[config.mk]
export PLATFORM = sky130hd
export DESIGN_NAME = i2c_target_responder
export DESIGN_NICKNAME = d
export VERILOG_FILES = /design/src/rtl/i2c_types_pkg.sv /design/src/rtl/i2c_line_sync.sv /design/src/rtl/i2c_target_responder.sv
export SDC_FILE = /design/constraint.sdc
export NUM_CORES = 1
export LEC_CHECK = 0
export CORE_MARGIN = 2
export CORE_UTILIZATION = 35
export DETAILED_ROUTE_END_ITERATION = 8
export PLACE_DENSITY = 0.53
export SYNTH_ARGS = -nofsm -noshare
export SYNTH_HDL_FRONTEND = slang
export SYNTH_SLANG_ARGS = --single-unit
[constraint.sdc]
create_clock -name clk_i -period 2.58 [get_ports clk_i]
set_clock_uncertainty 0.1 [all_clocks]
set_input_delay 0.774 -clock clk_i [delete_from_list [all_inputs] [get_ports clk_i]]
set_output_delay 0.774 -clock clk_i [all_outputs]
set_load 0.005 [all_outputs]
[src/rtl/i2c_types_pkg.sv]
`default_nettype none
// ============================================================================
// Module      : i2c_types_pkg
// Description : Shared I2C types and widths. Transfer direction (i2c_op_t)
//               and the target responder's state encoding.
// Revision    : 1.0 - initial release
// ============================================================================
package i2c_types_pkg;

    localparam int I2C_ADDR_WIDTH = 7;
    localparam int I2C_DATA_WIDTH = 8;

    // Direction bit of the address byte (bit 0).
    typedef enum logic {
        I2_WRITE = 1'b0,
        I2_READ  = 1'b1
    } i2c_op_t;

    typedef enum logic [2:0] {
        IDLE     = 3'd0,
        ADDR     = 3'd1,
        ADDR_ACK = 3'd2,
        WR_DATA  = 3'd3,
        WR_ACK   = 3'd4,
        RD_DATA  = 3'd5,
        RD_ACK   = 3'd6,
        IGNORE   = 3'd7
    } i2c_resp_state_t;

endpackage
`default_nettype wire

[src/rtl/i2c_line_sync.sv]
`default_nettype none
// ============================================================================
// Module      : i2c_line_sync
// Description : Synchronises SCL/SDA into the clk_i domain, adds one delay
//               flop per line and derives bus events.
// Ports       : clk_i, rst_i        - clock, async active-high reset
//               scl_i, sda_i        - raw (resolved) bus lines
//               scl_rise, scl_fall  - one-cycle edge strobes of synced SCL
//               start_det, stop_det - START / STOP condition strobes
//               sda_s               - synchronised SDA level
// Revision    : 1.0 - initial release
// ============================================================================
module i2c_line_sync #(
    parameter int SYNC_STAGES = 2
) (
    input  logic clk_i,
    input  logic rst_i,
    input  logic scl_i,
    input  logic sda_i,
    output logic scl_rise,
    output logic scl_fall,
    output logic start_det,
    output logic stop_det,
    output logic sda_s
);

    logic [SYNC_STAGES-1:0] r_scl_sync;
    logic [SYNC_STAGES-1:0] r_sda_sync;
    logic                   r_scl_dly;
    logic                   r_sda_dly;
    logic                   w_scl_s;

    // Lines idle high, so flops reset to 1 to avoid a spurious edge.
    always_ff @(posedge clk_i or posedge rst_i) begin
        if (rst_i) begin
            r_scl_sync <= '1;
            r_sda_sync <= '1;
            r_scl_dly  <= 1'b1;
            r_sda_dly  <= 1'b1;
        end else begin
            r_scl_sync <= {r_scl_sync[SYNC_STAGES-2:0], scl_i};
            r_sda_sync <= {r_sda_sync[SYNC_STAGES-2:0], sda_i};
            r_scl_dly  <= w_scl_s;
            r_sda_dly  <= sda_s;
        end
    end

    assign w_scl_s   = r_scl_sync[SYNC_STAGES-1];
    assign sda_s     = r_sda_sync[SYNC_STAGES-1];
    assign scl_rise  = w_scl_s & ~r_scl_dly;
    assign scl_fall  = ~w_scl_s & r_scl_dly;
    // SCL must be high on both sides of the SDA transition.
    assign start_det = w_scl_s & r_scl_dly & r_sda_dly & ~sda_s;
    assign stop_det  = w_scl_s & r_scl_dly & ~r_sda_dly & sda_s;

endmodule
`default_nettype wire

[src/rtl/i2c_target_responder.sv]
`default_nettype none
// ============================================================================
// Module      : i2c_target_responder
// Description : I2C target. Matches TGT_ADDR, ACKs/streams written bytes out
//               on wdata_o/wvalid_o and fetches read bytes via rd_req_o.
// Ports       : clk_i, rst_i         - clock, async active-high reset
//               scl_i, sda_i, sda_oe_o - bus lines, SDA pull-down enable
//               busy_o, op_o          - transfer active / direction
//               start_o, stop_o       - address ACKed / STOP while busy
//               wdata_o, wvalid_o, wr_full_i - write byte stream
//               rd_req_o, rdata_i, rd_nack_o - read byte fetch
// Revision    : 1.0 - initial release
// ============================================================================
module i2c_target_responder
    import i2c_types_pkg::*;
#(
    parameter logic [I2C_ADDR_WIDTH-1:0] TGT_ADDR    = 7'h22,
    parameter int                        SYNC_STAGES = 2
) (
    input  logic                      clk_i,
    input  logic                      rst_i,
    input  logic                      scl_i,
    input  logic                      sda_i,
    output logic                      sda_oe_o,
    output logic                      busy_o,
    output i2c_op_t                   op_o,
    output logic                      start_o,
    output logic                      stop_o,
    output logic [I2C_DATA_WIDTH-1:0] wdata_o,
    output logic                      wvalid_o,
    input  logic                      wr_full_i,
    output logic                      rd_req_o,
    input  logic [I2C_DATA_WIDTH-1:0] rdata_i,
    output logic                      rd_nack_o
);

    logic w_scl_rise, w_scl_fall, w_start_det, w_stop_det, w_sda_s;

    i2c_line_sync #(.SYNC_STAGES(SYNC_STAGES)) u_line_sync (
        .clk_i     (clk_i),
        .rst_i     (rst_i),
        .scl_i     (scl_i),
        .sda_i     (sda_i),
        .scl_rise  (w_scl_rise),
        .scl_fall  (w_scl_fall),
        .start_det (w_start_det),
        .stop_det  (w_stop_det),
        .sda_s     (w_sda_s)
    );

    i2c_resp_state_t            r_state, w_state_nxt;
    logic [3:0]                 r_bit_cnt, w_bit_cnt_nxt;
    logic [I2C_DATA_WIDTH-1:0]  r_shift, w_shift_nxt;
    logic [I2C_DATA_WIDTH-1:0]  r_wdata, w_wdata_nxt;
    i2c_op_t                    r_op, w_op_nxt;
    logic r_sda_oe, w_sda_oe_nxt;
    logic r_busy, w_busy_nxt;
    logic r_load, w_load_nxt;
    logic r_start, w_start_nxt;
    logic r_stop, w_stop_nxt;
    logic r_wvalid, w_wvalid_nxt;
    logic r_rd_req, w_rd_req_nxt;
    logic r_rd_nack, w_rd_nack_nxt;

    logic w_byte_done;
    logic w_addr_match;

    assign w_byte_done  = (r_bit_cnt == 4'd8);
    assign w_addr_match = (r_shift[I2C_DATA_WIDTH-1:1] == TGT_ADDR);

    // State register
    always_ff @(posedge clk_i or posedge rst_i) begin
        if (rst_i) r_state <= IDLE;
        else       r_state <= w_state_nxt;
    end

    // Next-state logic; bus conditions pre-empt any same-cycle SCL edge.
    always_comb begin
        w_state_nxt = r_state;
        if (w_start_det) begin
            w_state_nxt = ADDR;
        end else if (w_stop_det) begin
            w_state_nxt = IDLE;
        end else begin
            case (r_state)
                ADDR:     if (w_scl_fall && w_byte_done)
                              w_state_nxt = w_addr_match ? ADDR_ACK : IGNORE;
                ADDR_ACK: if (w_scl_fall)
                              w_state_nxt = (r_op == I2_READ) ? RD_DATA : WR_DATA;
                WR_DATA:  if (w_scl_fall && w_byte_done) w_state_nxt = WR_ACK;
                WR_ACK:   if (w_scl_fall) w_state_nxt = WR_DATA;
                RD_DATA:  if (w_scl_fall && w_byte_done) w_state_nxt = RD_ACK;
                RD_ACK: begin
                    if (w_scl_rise && w_sda_s) w_state_nxt = IGNORE;
                    else if (w_scl_fall)       w_state_nxt = RD_DATA;
                end
                default: w_state_nxt = r_state;
            endcase
        end
    end

    // Output / datapath next values
    always_comb begin
        // rdata_i is sampled one cycle after the rd_req_o pulse.
        w_shift_nxt   = r_load ? rdata_i : r_shift;
        w_bit_cnt_nxt = r_bit_cnt;
        w_sda_oe_nxt  = r_sda_oe;
        w_busy_nxt    = r_busy;
        w_op_nxt      = r_op;
        w_wdata_nxt   = r_wdata;
        w_load_nxt    = r_rd_req;
        w_start_nxt   = 1'b0;
        w_stop_nxt    = 1'b0;
        w_wvalid_nxt  = 1'b0;
        w_rd_req_nxt  = 1'b0;
        w_rd_nack_nxt = 1'b0;
        if (w_start_det || w_stop_det) begin
            w_bit_cnt_nxt = 4'd0;
            w_sda_oe_nxt  = 1'b0;
            w_busy_nxt    = 1'b0;
            w_load_nxt    = 1'b0;
            w_stop_nxt    = w_stop_det & r_busy;
        end else begin
            case (r_state)
                ADDR, WR_DATA: begin
                    if (w_scl_rise) begin
                        w_shift_nxt   = {r_shift[I2C_DATA_WIDTH-2:0], w_sda_s};
                        w_bit_cnt_nxt = r_bit_cnt + 4'd1;
                    end else if (w_scl_fall && w_byte_done) begin
                        if (r_state == ADDR) begin
                            if (w_addr_match) begin
                                w_sda_oe_nxt = 1'b1;
                                w_op_nxt     = i2c_op_t'(r_shift[0]);
                                w_start_nxt  = 1'b1;
                                w_busy_nxt   = 1'b1;
                            end
                        end else if (!wr_full_i) begin
                            w_sda_oe_nxt = 1'b1;
                            w_wdata_nxt  = r_shift;
                            w_wvalid_nxt = 1'b1;
                        end
                    end
                end
                ADDR_ACK: begin
                    if (w_scl_rise && r_op == I2_READ) begin
                        w_rd_req_nxt = 1'b1;
                    end else if (w_scl_fall) begin
                        // Read: MSB goes out on the same fall that ends the ACK.
                        w_sda_oe_nxt  = (r_op == I2_READ) ? ~r_shift[I2C_DATA_WIDTH-1] : 1'b0;
                        w_bit_cnt_nxt = (r_op == I2_READ) ? 4'd1 : 4'd0;
                    end
                end
                WR_ACK: begin
                    if (w_scl_fall) begin
                        w_sda_oe_nxt  = 1'b0;
                        w_bit_cnt_nxt = 4'd0;
                    end
                end
                RD_DATA: begin
                    // Counter holds bits already driven; shift left keeps the
                    // next bit at position 6.
                    if (w_scl_fall) begin
                        if (w_byte_done) begin
                            w_sda_oe_nxt = 1'b0;
                        end else begin
                            w_sda_oe_nxt  = ~r_shift[I2C_DATA_WIDTH-2];
                            w_shift_nxt   = {r_shift[I2C_DATA_WIDTH-2:0], 1'b0};
                            w_bit_cnt_nxt = r_bit_cnt + 4'd1;
                        end
                    end
                end
                RD_ACK: begin
                    if (w_scl_rise) begin
                        if (w_sda_s) begin
                            w_rd_nack_nxt = 1'b1;
                            w_busy_nxt    = 1'b0;
                        end else begin
                            w_rd_req_nxt  = 1'b1;
                        end
                    end else if (w_scl_fall) begin
                        w_sda_oe_nxt  = ~r_shift[I2C_DATA_WIDTH-1];
                        w_bit_cnt_nxt = 4'd1;
                    end
                end
                default: w_sda_oe_nxt = 1'b0;
            endcase
        end
    end

    always_ff @(posedge clk_i or posedge rst_i) begin
        if (rst_i) begin
            r_bit_cnt <= 4'd0;
            r_shift   <= '0;
            r_wdata   <= '0;
            r_op      <= I2_WRITE;
            r_sda_oe  <= 1'b0;
            r_busy    <= 1'b0;
            r_load    <= 1'b0;
            r_start   <= 1'b0;
            r_stop    <= 1'b0;
            r_wvalid  <= 1'b0;
            r_rd_req  <= 1'b0;
            r_rd_nack <= 1'b0;
        end else begin
            r_bit_cnt <= w_bit_cnt_nxt;
            r_shift   <= w_shift_nxt;
            r_wdata   <= w_wdata_nxt;
            r_op      <= w_op_nxt;
            r_sda_oe  <= w_sda_oe_nxt;
            r_busy    <= w_busy_nxt;
            r_load    <= w_load_nxt;
            r_start   <= w_start_nxt;
            r_stop    <= w_stop_nxt;
            r_wvalid  <= w_wvalid_nxt;
            r_rd_req  <= w_rd_req_nxt;
            r_rd_nack <= w_rd_nack_nxt;
        end
    end

    assign sda_oe_o  = r_sda_oe;
    assign busy_o    = r_busy;
    assign op_o      = r_op;
    assign start_o   = r_start;
    assign stop_o    = r_stop;
    assign wdata_o   = r_wdata;
    assign wvalid_o  = r_wvalid;
    assign rd_req_o  = r_rd_req;
    assign rd_nack_o = r_rd_nack;

endmodule
`default_nettype wire
==> reports/metrics.yaml, run 1 <==
outcome:
  status: "finished clean"
hold_path:
  hp-start: "u_line_sync.r_scl_sync[0]$_DFF_PP1_"
  min_to: "u_line_sync.r_scl_sync[1]$_DFF_PP1_"
  holdPathStages: 0
  hold_path_class: "flop to flop"
routing:
  ant_nets: 0
  first_pass_iters: 4
  vias_per_cell: 5.39
  routed_wl_um: 4620
  route.detailed.drc: 0
  vias: 1553
  avgRoutedWirePerCell_um: 16.0
  drtIter0Drc: 93
pwr:
  peakVddDrop_mv: 0.262
  power_frac_comb_pct: 37.9
  power_density_nw_per_um2: 807
  clkPwrFrac_pct: 20.8
  leakage_uw: 0.00109
  switching_share_pct: 36.6
  power.switching_uw: 732
  intPower_uw: 1270
  seqPwrFrac_pct: 41.3
synth:
  synth_compound_area_share_pct: 13.7
  synth_edf_count: 0
  synth.area.mux_share_pct: 14.6
  synth_top_family_by_area: "simple AND/OR/NAND/NOR gates"
  synth_area_um2: 2000
  synth_simple_gate_area_share_pct: 18.8
  ys_async_sr_fraction_pct: 100
  postSynthAreaPerCell_um2: 11.0
  synth_cell_type_count: 54
  synth_fa_ha_area_share_pct: 1.25
  synth_xor_area_share_pct: 0.437
  synth_nets: 197
  ys_ff_latch: 38
  synthFlopType: "dfrtp_1"
  ys.warnings.count: 0
  ys_seq_area_share_pct: 47.9
  syn_inst: 182
sta:
  setup_viol: 0
  finalSetupTns_ps: 0
  rsz0062_at_grt: "no"
  relSlewSlack_pct: 68.2
  period_share_pct: 84.4
  max_clock_freq_mhz: 459
  whs_ps: 256
  finalHoldViolCount: 0
  period_needed_ps: 2180
  tightest_slew_ps: 477
  report.final.slew_viol_count: 0
final_layout:
  syn2layout_area_growth_pct: 23.9
  finalInstanceArea_um2: 2480
  fin_util_pct: 45.0
  diodes: 0
  fin_nets: 230
  final_cells: 288
  drive_gt1_share_pct: 20.4
  layout_common_cells: "32 x dfrtp_1, 28 x clkdlybuf4s50_1, 15 x mux2i_1, 13 x nand2_1"
  final_common_cell: "dfrtp_1"
clock_tree:
  htree_levels: 2
  cts_num_sinks: 38
  cts-buffers-inserted: 5
  cts_tree: "done"
  path_clk_slew_ps: 80
  cts_root_buf: "clkbuf_8"
  cts-resized-gates: 0
  clock_path_buffers: 2
  cts_setup_buffers: 0
  ctsHoldBuffers: 0
  clock_latency_ps: 290
floorplanning:
  fp-row-count: 27
  die_x_um: 79.6
  initial_utilization_pct: 36.4
  dieArea_um2: 6340
  pin_count: 29
  die_y_um: 79.6
  core-area_um2: 5510
place:
  dp_cells: 280
  finalWeightedCongestion: 0.849
  placed_cell_area_um2: 2390
  dp_hpwl_um: 3410
  portBuffers: 28
setup_path:
  crit_buf_inv: 1
  crit_type: "flop to output pin"
  path_cells: "clkdlybuf4s50_1"
  cp.required_ps: 1710
  critPathMaxFanout: 6
  worstSetupStartpointType: "flop"
  worst_ep_arrival_time_ps: 1300
  cp_top_family: "buffers and inverters"
  r2r_cells: 7
  max_stage_delay_ps: 540
  reg2reg_slack_ps: 420
  r2r_start: "r_bit_cnt[0]$_DFFE_PP0P_"
  reg2reg_to: "wdata_o[4]$_DFFE_PP0P_"
  end_kind: "output pin"
  cp_slowest_cell: "clkdlybuf4s50_1"
  crit_start: "op_o$_DFFE_PP0P_"
global_route:
  grt_pass1_vias: 1566
  overflow: 0
  grt_max_degree: 39
  grt_pass1_wl_um: 7760
  antenna_found_initial: 0
  grt_use_total_pct: 15.8
flow_run:
  max-cap-violations: 0
-- worst max path at each step --
| stage | end | cells after the start | slack, ps |
|---|---|---|---|
| after global placement | wdata_o[5]$_DFFE_PP0P_ | 4 | 270 |
| after CTS | op_o | 1 | 380 |
| after detailed placement | wdata_o[4]$_DFFE_PP0P_ | 4 | 240 |
| after floorplan | wdata_o[0]$_DFFE_PP0P_ | 6 | 550 |
| final | op_o | 1 | 400 |
| after global routing | wdata_o[4]$_DFFE_PP0P_ | 7 | 320 |
-- power groups by stage --
stage | Clock, uW | Combinational, uW | Sequential, uW
floorplan | 0 | 579 | 772
global placement | 0 | 731 | 830
detailed placement | 0 | 746 | 837
CTS | 433 | 752 | 825
global route | 464 | 829 | 846
finish | 417 | 758 | 827
-- routing by layer --
metal,share of wire [%],GRT usage (%),up-vias
met5,0,0,-
met4,1.7,5.34,0
met3,4.8,4.07,8
met2,46,23.2,48
met1,48,22.7,761
li1,-,-,736
-- sequential cells by signal, summed over array words and instances, names as in the netlist, 2 cells and up --
register                count
wdata_o                     8
r_state                     3
u_line_sync.r_scl_sync      2
r_shift                     8
r_bit_cnt                   4
u_line_sync.r_sda_sync      2
-- cells by family (layout without fill, tap and decap cells) --
| family | Yosys count | after routing |
|---|---|---|
| simple gates | 61 | 61 |
| flops | 38 | 38 |
| compound gates | 37 | 37 |
| mux | 27 | 27 |
| buf+inv | 16 | 50 |
| fa+ha+maj | 2 | 2 |
| xor+xnor | 1 | 1 |
-- cell type report --
class	count	area (um^2)
Fill cell	507	3030
Multi-Input combinational cell	128	977
Tap cell	72	90.1
Sequential cell	38	958
Clock inverter	1	5.00
Inverter	6	22.5
Timing Repair Buffer	36	340
Clock buffer	7	86.3
-- Yosys cell counts (2+ instances only) --
cell      number  share of area, %
a211oi_1       3               1.1
a21oi_1       10               2.5
a31oi_1        2              0.62
and2_1         4               1.2
and3_1         2              0.62
and3b_1        3               1.3
buf_2          2              0.50
clkbuf_1       6               1.1
dfrtp_1       32                40
dfstp_2        6               7.9
ha_1           2               1.2
inv_1          6               1.1
mux2_2        10               5.6
mux2_4         2               1.5
mux2i_1       15               7.5
nand2_1       13               2.4
nand2b_1       6               1.9
nand3_1        2              0.50
nand4b_1       3               1.3
nor2_1         8               1.5
nor3_1         4               1.0
nor4_1         2              0.62
o21ai_0        4               1.0
o22ai_1        2              0.62
o311ai_0       3               1.3
or2_2          2              0.62
-- stage by stage --
step / setup slack (ps) / total power, uW
finish: 403 / 2000
global placement: 266 / 1560
detailed placement: 236 / 1580
CTS: 381 / 2010
global route: 315 / 2140
floorplan: 554 / 1350
No activity file was read; power rests on OpenSTA's default activity.
==> run 2, diff against run 1 <==
clock period = 2.1 ns   (was 2.58 ns; I/O delays follow)
==> reports/metrics.yaml, run 2 (synthesis gave the netlist of run 1 again) <==
outcome:
  status: "finished clean"
final_layout:
  multiInputGateArea_um2: 987
  final_common_cell: "dfrtp_1"
  drive_gt1_share_pct: 25.7
  layout_common_cells: "32 x dfrtp_1, 28 x clkdlybuf4s50_1, 16 x buf_4, 15 x mux2i_1, 12 x nand2_1"
  register_area_um2: 958
  n_fill_cell: 511
  syn2layout_area_growth_pct: 29.9
  diodes: 0
  fin_nets: 240
  fin_util_pct: 47.2
global_route:
  grt_pass1_vias: 1602
  grt_pass1_wl_um: 7950
  grt_use_total_pct: 16.3
  antenna_found_initial: 0
  overflow: 0
  grt_max_degree: 23
floorplanning:
  pin_count: 29
  dieArea_um2: 6340
  fp-row-count: 27
  initial_utilization_pct: 36.4
  die_y_um: 79.6
  die_x_um: 79.6
  core-area_um2: 5510
sta:
  finalHoldViolCount: 0
  whs_ps: 259
  period_needed_ps: 2060
  setup_viol: 0
  relSlewSlack_pct: 71.6
  report.final.slew_viol_count: 0
  rsz0062_at_grt: "no"
  finalSetupTns_ps: 0
  tightest_slew_ps: 416
  max_clock_freq_mhz: 486
  period_share_pct: 98.0
routing:
  routed_wl_um: 4780
  route.detailed.drc: 0
  ant_nets: 0
  vias_per_cell: 5.36
  drtIter0Drc: 106
  avgRoutedWirePerCell_um: 16.0
  first_pass_iters: 5
  vias: 1597
pwr:
  switching_share_pct: 34.9
  power.switching_uw: 904
  peakVddDrop_mv: 0.391
  power_frac_comb_pct: 38.7
  clkPwrFrac_pct: 22.0
  finalPower_uw: 2590
  leakage_uw: 0.00116
  seqPwrFrac_pct: 39.2
  power_density_nw_per_um2: 997
  intPower_uw: 1690
clock_tree:
  cts_root_buf: "clkbuf_8"
  cts_num_sinks: 38
  path_clk_slew_ps: 70
  ctsHoldBuffers: 0
  clock_path_buffers: 2
  cts-buffers-inserted: 5
  clock_latency_ps: 280
  htree_levels: 2
  cts_tree: "done"
setup_path:
  critPathMaxFanout: 7
  worst_ep_arrival_time_ps: 2130
  cp.required_ps: 2170
  end_kind: "flop"
  reg2reg_slack_ps: 40
  crit_type: "flop to flop"
  worstSetupStartpointType: "flop"
place:
  finalWeightedCongestion: 0.874
  dp_hpwl_um: 3600
  portBuffers: 28
hold_path:
  hold_path_class: "flop to flop"
flow_run:
  max-cap-violations: 0
-- run 2: cell count changes in the layout (fill, tap and decap cells not counted), sizes merged --
| cell | before | now |
|---|---|---|
| buf | 8 | 18 |
| clkbuf | 7 | 8 |
| clkinv | 1 | 0 |
-- run 2: path summary, 6_finish.rpt --
kind / end / startpoint / cells past startpoint
max: r_state[1]$_DFFE_PP0P_ / u_line_sync.r_scl_dly$_DFF_PP1_ / 4
min: u_line_sync.r_sda_sync[1]$_DFF_PP1_ / u_line_sync.r_sda_sync[0]$_DFF_PP1_ / 0
max reg2reg: r_state[1]$_DFFE_PP0P_ / u_line_sync.r_scl_dly$_DFF_PP1_ / 4
min reg2reg: u_line_sync.r_sda_sync[1]$_DFF_PP1_ / u_line_sync.r_sda_sync[0]$_DFF_PP1_ / 0
max in group asynchronous: rd_req_o$_DFF_PP0_ / rst_i / 3
min in group asynchronous: r_bit_cnt[3]$_DFFE_PP0P_ / rst_i / 3
-- run 2: layout make-up --
cell class                      instances  area share (%)
Sequential cell                        38            36.9
Clock buffer                            8            4.23
Multi-Input combinational cell        128            38.0
Tap cell                               72            3.46
Inverter                                6           0.866
Timing Repair Buffer                   46            16.6
-- run 2: layer usage --
metal	up-vias	wire [um]	GRT usage, %
li1	757	-	-
met1	785	2240	22.6
met2	51	2290	26.0
met3	4	212	2.83
met4	0	42	5.00
met5	-	0	0
-- run 2: timing repair --
item / in CTS / in global routing
resized for setup: 0 / 4
setup endpoints to repair: 0 / 9
setup buffers: 0 / 0
-- run 2: power by group through the flow --
stage / registers, uW / clock network, uW / logic (uW)
5_1_grt: 1040 / 629 / 1100
2_1_floorplan: 949 / 0 / 712
4_1_cts: 1010 / 598 / 995
3_3_place_gp: 1020 / 0 / 963
3_5_place_dp: 1020 / 0 / 992
6_report: 1020 / 571 / 1000
-- run 2: critical path, cell delays in order (launching register included) --
cell     delay [ps]
dfstp_2         560
and3b_1         230
and4_4          220
or4_4           520
mux2_4          310
-- run 2: metrics by stage --
step           cells  cell area, um^2  worst slack, ps
6_report         298             2600             41.0
5_1_grt          298             2600             1.93
4_1_cts          298             2590             14.9
3_5_place_dp     290             2480            -77.3
3_3_place_gp     290             2480            -19.9
2_1_floorplan    182             2000             74.0
==> run 3, diff against run 2 <==
CORE_MARGIN = 4   (was 2)
==> reports/metrics.yaml, run 3 (synthesis gave the netlist of run 1 again) <==
outcome:
  status: "finished clean"
setup_path:
  reg2reg_slack_ps: 50
  reg2reg_to: "r_state[0]$_DFFE_PP0P_"
  max_stage_delay_ps: 570
  crit_buf_inv: 0
  r2r_start: "u_line_sync.r_scl_dly$_DFF_PP1_"
  path_cells: "and3b_1, and4_4, or4_4, mux2_4"
  crit_type: "flop to flop"
  r2r_cells: 4
  worstSetupStartpointType: "flop"
  cp_top_family: "simple AND/OR/NAND/NOR gates"
  critPathMaxFanout: 7
  worst_ep_arrival_time_ps: 2130
  end_kind: "flop"
  cp.required_ps: 2180
  cp_slowest_cell: "dfstp_2"
routing:
  avgRoutedWirePerCell_um: 16.7
  first_pass_iters: 4
  vias_per_cell: 5.39
  vias: 1654
  route.detailed.drc: 0
  ant_nets: 0
  drtIter0Drc: 100
  routed_wl_um: 5130
sta:
  setup_ws_ps: 48.2
  setup_viol: 0
  max_clock_freq_mhz: 487
  relSlewSlack_pct: 69.3
  report.final.slew_viol_count: 0
  finalSetupTns_ps: 0
  tightest_slew_ps: 449
  period_share_pct: 97.7
  finalHoldViolCount: 0
  period_needed_ps: 2050
final_layout:
  final_common_cell: "dfrtp_1"
  register_area_um2: 958
  fin_util_pct: 47.7
  diodes: 0
  syn2layout_area_growth_pct: 32.1
  fin_nets: 249
  n_fill_cell: 525
  multiInputGateArea_um2: 983
  final_cells: 307
  finalInstanceArea_um2: 2650
  drive_gt1_share_pct: 28.5
  layout_common_cells: "32 x dfrtp_1, 28 x clkdlybuf4s50_1, 26 x buf_4, 15 x mux2i_1, 12 x nand2_1"
floorplanning:
  fp-row-count: 27
  core-area_um2: 5540
  dieArea_um2: 6990
  pin_count: 29
  initial_utilization_pct: 36.1
  die_y_um: 83.6
  die_x_um: 83.6
global_route:
  overflow: 0
  grt_util_met1_pct: 19.8
  gr-max-usage-layer: "met2"
  grt_pass1_wl_um: 8470
  use_met3_pct: 3.95
  antenna_found_initial: 0
  grt_max_degree: 39
  grt_pass1_vias: 1679
  grt_use_total_pct: 15.0
  grtUsageMet2_pct: 24.1
clock_tree:
  cts_tree: "done"
  cts_root_buf: "clkbuf_8"
  clock_latency_ps: 290
  clock_path_buffers: 2
  cts-buffers-inserted: 5
  path_clk_slew_ps: 70
  htree_levels: 2
  cts_num_sinks: 38
place:
  dp_hpwl_um: 3790
  dp_cells: 297
  portBuffers: 28
  finalWeightedCongestion: 0.870
  placed_cell_area_um2: 2530
  post-place-ws_ps: -68.2
pwr:
  peakVddDrop_mv: 0.403
  power_density_nw_per_um2: 980
  leakage_uw: 0.00118
hold_path:
  min_to: "u_line_sync.r_sda_sync[1]$_DFF_PP1_"
  holdPathStages: 0
  hold_path_class: "flop to flop"
  hp-start: "u_line_sync.r_sda_sync[0]$_DFF_PP1_"
flow_run:
  max-cap-violations: 0
run 3: layout make-up:
cell class                      count  share of cell area (%)
Multi-Input combinational cell    128                    37.2
Sequential cell                    38                    36.2
Timing Repair Buffer               55                    18.7
Tap cell                           72                    3.41
Clock buffer                        6                    3.12
Inverter                            6                   0.851
Clock inverter                      2                   0.473
run 3: power breakdown:
part,total [uW],internal (uW),switching (uW)
Sequential,989,858,130
Combinational,1080,530,547
Clock,527,264,264
run 3: metal layers:
metal  wire, um  vias up  part of all wire, %
met5          0        -                    0
met4        110        0                  2.1
met3        288       18                  5.6
met2       2440       59                   47
met1       2300      801                   45
li1           -      776                    -
run 3: metrics by stage:
stage | hold slack (ps) | power, uW
2_1_floorplan | 245 | 1660
3_3_place_gp | 248 | 2030
3_5_place_dp | 250 | 2050
4_1_cts | 261 | 2600
5_1_grt | 270 | 2770
6_report | 260 | 2590
run 3: worst max-delay path by stage:
stage               slack [ps]                     end                       startpoint  depth (start not counted)
floorplan                   70  wdata_o[0]$_DFFE_PP0P_         r_bit_cnt[0]$_DFFE_PP0P_                          6
global placement           -40  wdata_o[7]$_DFFE_PP0P_                        wr_full_i                          4
detailed placement         -70  wdata_o[5]$_DFFE_PP0P_                        wr_full_i                          4
CTS                         30                    op_o                 op_o$_DFFE_PP0P_                          1
global route               -20  wdata_o[5]$_DFFE_PP0P_         r_bit_cnt[1]$_DFFE_PP0P_                          7
finish                      50  r_state[0]$_DFFE_PP0P_  u_line_sync.r_scl_dly$_DFF_PP1_                          4
run 3: timing repair:
action / in CTS / in global routing
gates resized for setup: 1 / 2
hold buffers: 0 / 0
setup endpoints to repair: 1 / 8
setup buffers: 0 / 2
